### config.mk
export PLATFORM = sky130hd
export DESIGN_NAME = pipe_stage_skid
export DESIGN_NICKNAME = d
export VERILOG_FILES = /design/src/rtl/pipe_pkg.sv /design/src/rtl/pipe_slot.sv /design/src/rtl/pipe_stage_skid.sv
export SDC_FILE = /design/constraint.sdc
export NUM_CORES = 1
export LEC_CHECK = 0
export CAP_MARGIN = 10
export CELL_PAD_IN_SITES_DETAIL_PLACEMENT = 2
export CELL_PAD_IN_SITES_GLOBAL_PLACEMENT = 2
export CORE_ASPECT_RATIO = 1.4
export CORE_MARGIN = 2
export CORE_UTILIZATION = 34
export CTS_CLUSTER_DIAMETER = 100
export DETAILED_ROUTE_END_ITERATION = 10
export PLACE_DENSITY = 0.95
export SYNTH_ARGS = -nofsm -noshare
export SYNTH_HDL_FRONTEND = slang
export SYNTH_HIERARCHICAL = 1
export SYNTH_SLANG_ARGS = --single-unit
### constraint.sdc
create_clock -name clk -period 4.28 [get_ports clk]
set_input_delay 0.428 -clock clk [delete_from_list [all_inputs] [get_ports clk]]
set_output_delay 0.428 -clock clk [all_outputs]
set_load 0.01 [all_outputs]
### src/rtl/pipe_pkg.sv
// Shared definitions for inter-stage pipeline registers of the 5-stage core.
package pipe_pkg;

    localparam logic [1:0] OCC_EMPTY = 2'd0;
    localparam logic [1:0] OCC_ONE   = 2'd1;
    localparam logic [1:0] OCC_FULL  = 2'd2;

    localparam int unsigned PC_STEP = 4;

    // Default D/E payload: register operands, immediate, register specifiers, control bundle.
    typedef struct packed {
        logic [31:0] rd1;
        logic [31:0] rd2;
        logic [31:0] imm32;
        logic [4:0]  rs;
        logic [4:0]  rt;
        logic [4:0]  rd;
        logic [16:0] ctrl;
    } de_bundle_t;

    localparam int unsigned DE_DATA_W = $bits(de_bundle_t);

    function automatic logic [1:0] occ_of(input logic head_v, input logic skid_v);
        return {1'b0, head_v} + {1'b0, skid_v};
    endfunction

endpackage

### src/rtl/pipe_slot.sv
// One pipeline entry: valid flag plus payload and PC, with load / drop / kill controls.
module pipe_slot #(
    parameter int unsigned DATA_W        = 128,
    parameter int unsigned PC_W          = 32,
    parameter bit          CLEAR_PAYLOAD = 1'b1
) (
    input  logic              clk,
    input  logic              reset,
    input  logic              load,
    input  logic              drop,
    input  logic              kill,
    input  logic [DATA_W-1:0] load_data,
    input  logic [PC_W-1:0]   load_pc,
    output logic              valid,
    output logic [DATA_W-1:0] data,
    output logic [PC_W-1:0]   pc
);

    // kill (flush) wins over load; drop only retires the entry and keeps the payload.
    always_ff @(posedge clk or negedge reset) begin
        if (!reset) begin
            valid <= 1'b0;
            data  <= '0;
            pc    <= '0;
        end else if (kill) begin
            valid <= 1'b0;
            if (CLEAR_PAYLOAD) begin
                data <= '0;
                pc   <= '0;
            end
        end else if (load) begin
            valid <= 1'b1;
            data  <= load_data;
            pc    <= load_pc;
        end else if (drop) begin
            valid <= 1'b0;
        end
    end

endmodule

### src/rtl/pipe_stage_skid.sv
// Pipeline stage register with valid/ready handshake, 2-entry skid, flush and stall counter.
module pipe_stage_skid
    import pipe_pkg::*;
#(
    parameter int unsigned DATA_W        = DE_DATA_W,
    parameter int unsigned PC_W          = 32,
    parameter int unsigned PC_OFFSET     = PC_STEP,
    parameter bit          CLEAR_PAYLOAD = 1'b1,
    parameter int unsigned CNT_W         = 16
) (
    input  logic              clk,
    input  logic              reset,
    input  logic              flush,
    input  logic              in_valid,
    output logic              in_ready,
    input  logic [DATA_W-1:0] in_data,
    input  logic [PC_W-1:0]   in_pc,
    output logic              out_valid,
    input  logic              out_ready,
    output logic [DATA_W-1:0] out_data,
    output logic [PC_W-1:0]   out_pc,
    output logic [1:0]        occupancy,
    output logic [CNT_W-1:0]  stall_cycles
);

    localparam logic [CNT_W-1:0] CNT_MAX = '1;

    logic              head_valid, skid_valid;
    logic [DATA_W-1:0] head_data, skid_data;
    logic [PC_W-1:0]   head_pc, skid_pc;

    logic              head_load, head_drop, head_kill, head_from_skid;
    logic              skid_load, skid_drop, skid_kill;
    logic [DATA_W-1:0] head_load_data;
    logic [PC_W-1:0]   head_load_pc;
    logic [PC_W-1:0]   cap_pc;
    logic              in_fire, out_fire;

    assign in_ready  = !skid_valid;
    assign out_valid = head_valid;
    assign out_data  = head_data;
    assign out_pc    = head_pc;
    assign occupancy = occ_of(head_valid, skid_valid);

    assign in_fire  = in_valid && in_ready;
    assign out_fire = out_valid && out_ready;
    assign cap_pc   = in_pc + PC_W'(PC_OFFSET);

    // Next-state control: flush empties both slots; otherwise the occupancy decides.
    always_comb begin
        head_load      = 1'b0;
        head_drop      = 1'b0;
        head_kill      = 1'b0;
        head_from_skid = 1'b0;
        skid_load      = 1'b0;
        skid_drop      = 1'b0;
        skid_kill      = 1'b0;
        if (flush) begin
            head_kill = 1'b1;
            skid_kill = 1'b1;
        end else begin
            case (occupancy)
                OCC_EMPTY: begin
                    head_load = in_fire;
                end
                OCC_ONE: begin
                    if (in_fire && out_fire) begin
                        head_load = 1'b1;
                    end else if (in_fire) begin
                        skid_load = 1'b1;
                    end else if (out_fire) begin
                        head_drop = 1'b1;
                    end
                end
                OCC_FULL: begin
                    if (out_fire) begin
                        head_load      = 1'b1;
                        head_from_skid = 1'b1;
                        skid_drop      = 1'b1;
                    end
                end
                default: begin
                end
            endcase
        end
    end

    assign head_load_data = head_from_skid ? skid_data : in_data;
    assign head_load_pc   = head_from_skid ? skid_pc   : cap_pc;

    pipe_slot #(
        .DATA_W        (DATA_W),
        .PC_W          (PC_W),
        .CLEAR_PAYLOAD (CLEAR_PAYLOAD)
    ) u_head (
        .clk       (clk),
        .reset     (reset),
        .load      (head_load),
        .drop      (head_drop),
        .kill      (head_kill),
        .load_data (head_load_data),
        .load_pc   (head_load_pc),
        .valid     (head_valid),
        .data      (head_data),
        .pc        (head_pc)
    );

    pipe_slot #(
        .DATA_W        (DATA_W),
        .PC_W          (PC_W),
        .CLEAR_PAYLOAD (CLEAR_PAYLOAD)
    ) u_skid (
        .clk       (clk),
        .reset     (reset),
        .load      (skid_load),
        .drop      (skid_drop),
        .kill      (skid_kill),
        .load_data (in_data),
        .load_pc   (cap_pc),
        .valid     (skid_valid),
        .data      (skid_data),
        .pc        (skid_pc)
    );

    // Saturating count of back-pressured cycles; flush does not touch it.
    always_ff @(posedge clk or negedge reset) begin
        if (!reset) begin
            stall_cycles <= '0;
        end else if (out_valid && !out_ready && (stall_cycles != CNT_MAX)) begin
            stall_cycles <= stall_cycles + CNT_W'(1);
        end
    end

    a_occ_legal: assert property (@(posedge clk) disable iff (!reset) occupancy != 2'b11);
    a_skid_has_head: assert property (@(posedge clk) disable iff (!reset) !(skid_valid && !head_valid));

endmodule
==> metrics <==
status complete, but fails checks; failing checks hold timing; xor-xnor portion of the synthesized cell area 1.38%; Data arrival, critical path roughly 3.4 ns; fillers 5,044; Post-CTS Setup Bufs 0; Seq cells post-synth approximately 340; Synth Net Count 1,892; CTS sink count 338; clk root buf clkbuf_16; leading area contributor after synthesis dfrtp_1; Core Region around 0.048 mm^2; worst rel slew slack between 30% and 40%; Die Ht 265 um; Clk Latency, worst-skew pair 0.53 ns; Critical Path Max Stage Delay 0.49 ns; worst slack, placed 1.11 ns; Post-synth top cells 424 x nand2_1, 352 x nor2_1, 338 x dfrtp_1, 320 x mux2i_1, 54 x clkbuf_1; internal reg-to-reg setup slack 1.28 ns; setup TNS 0 ns; vias in the first global route 16,800; wire length of the first global-routing pass between 90 and 100 mm; EDFF count, synth 0; Final setup viols 0; post-synth top area share 51.1%; Max Slew Vio Count 0; initial antenna violation count 5; LEAKAGE 9.70 nW; dominant synthesized flop cell dfrtp_1; Rows between 90 and 100; Final period util between 70% and 80%; Post-Synth Simple-Gate Area around a fifth; worst min path class input pin to asynchronous set/reset pin; Worst-path clk slew 0.07 ns; Vias 14,000; io pins ~350; fmax 333 MHz; crit-path cells inv_1, ha_1, nand2_1, o21ai_0, o32a_1, nor2_4, buf_12, mux2i_1, nor2_1; H-Tree Depth 2; CTS max path bufs 3; CP required 4.66 ns; Layout Area Growth over Synthesis 31.5%; fraction of registers with async set or reset after synthesis 100%; RSZ-0062 raised after global routing false; Max-Cap Viols 0; crit path kind flip-flop to flip-flop; post-synthesis mux area share a little over 20%; Hold WS -0.0656 ns; top post-synthesis cells by area dfrtp_1 51%, mux2i_1 19%, nand2_1 9.6%; Die W 190 um; Synth Instances 1,723; final hold vios 25; worst setup margin 1.28 ns; Bufs and invs on worst path 2; cts bufs inserted 38; slowest CP cell dfrtp_1; Cell variety after synth 52; CP top delay family buffers and inverters; Pre-antenna DRT Iters 5; NumNets Final about 2,200; Hold Buf Count CTS 0; post-layout min period around 3 ns; total die area between 0.05 and 0.06 mm^2; VDD IR max 311 uV; Power Density 380 mW/mm^2; Final ANT Viol Nets 0; grt ovf 0; share of cells above drive strength 1 under 10%; vias per cell 5.22; Starting Density 34.5%; Avg Inst Size Synth 9.61 um^2; count leader, synth nand2_1; critical path peak fanout 85; actual slew at the worst max-slew pin slightly below 1 ns; synth warn 6; DRC 0; PostCTS Resize Cnt 0; CTS tree built; Routed WL per cell 23.7 um; overall global routing resource usage approximately a quarter; Synth Area in Adders 0.302%; largest net degree at the start of global routing 126; DP HPWL 42.3 mm; DRT Wirelength between 60 and 70 mm; Seq/Total Area, Yosys 51.1%; I/O Buffers 344; Setup crit start kind flip-flop; Initial DRC Count 737; Compound-Gate Fraction of Synth Area under 10%; Syn Std Cell Area 0.0165 mm^2; combinational family with the most area after synthesis simple AND/OR/NAND/NOR gates; GP Congestion ~0.83; critical path endpoint category flip-flop; clock skew 0.0169 ns
## logic make-up (layout without fill, tap and decap cells)
kind of cell	Yosys count	in the layout
other cells	0	5
flops	338	338
buf+inv	121	443
fa+ha+maj	4	4
simple gates	858	858
mux	334	334
compound gates	42	42
xor+xnor	26	26
## flip-flops by register name, summed over array words and instances (netlist names)
name and count:
u_skid/valid 1, u_head/valid 1, u_skid/pc 32, u_head/data 128, u_skid/data 128, stall_cycles 16, u_head/pc 32
## per-stage QoR
stage	util, %	std cells	area [um^2]	total power [mW]
after floorplan	-	1723	16500	4.10
after detailed placement	42.5	2605	20400	4.81
final	45.3	2680	21800	8.27
after global routing	45.3	2680	21800	8.59
after CTS	45.3	2675	21700	8.38
after global placement	42.5	2605	20400	4.71
## final cells by class
type,instances,area (um^2),area share (%)
antenna,5,12.5,0.0575
clock buffer,59,1210,5.58
clock inverter,11,130,0.598
inverter,10,40.0,0.184
multi-input combinational,1264,7420,34.1
sequential,338,8460,38.9
tap,630,788,3.62
timing repair buffer,363,3700,17.0
## layout by cell type (no fill, tap or decap), types with 5 or more instances in the layout
| cell type | n |
|---|---|
| clkdlybuf4s50_1 | 342 |
| nand4_1 | 11 |
| buf_12 | 8 |
| xor2_1 | 18 |
| inv_1 | 9 |
| nor3_1 | 9 |
| buf_4 | 11 |
| xnor2_1 | 8 |
| clkbuf_8 | 12 |
| a31oi_1 | 13 |
| o31ai_1 | 7 |
| mux2i_1 | 320 |
| nor4_1 | 9 |
| nand3_1 | 15 |
| mux2_2 | 14 |
| clkbuf_16 | 41 |
| and3_1 | 6 |
| nand2_1 | 424 |
| clkbuf_1 | 6 |
| a21oi_1 | 6 |
| nor2_1 | 351 |
| diode_2 | 5 |
| clkinv_2 | 8 |
| dfrtp_1 | 338 |
## report_power, final
group / internal [mW] / total [mW] / switching [mW]
Combinational: 0.598 / 1.27 / 0.674
Clock: 2.13 / 3.51 / 1.38
Sequential: 3.35 / 3.49 / 0.140
Total: 6.08 / 8.27 / 2.19
## routing by layer
metal	up-vias	part of all wire [%]	track usage, %
li1	6255	-	-
met1	7174	36	25.9
met2	389	55	47.8
met3	180	3.3	3.67
met4	0	6.3	15.1
met5	-	0	0
## path summary, 6_finish.rpt
path,from,to,depth (start not counted)
min,reset,u_skid/data[73],1
max,u_head/valid,u_head/data[103],9
max reg2reg,u_head/valid,u_head/data[103],9
max in group asynchronous,reset,u_skid/pc[15],2
min reg2reg,stall_cycles[7],stall_cycles[7],1
min in group clk,flush,u_head/data[123],2
No activity file was read; power rests on OpenSTA's default activity.
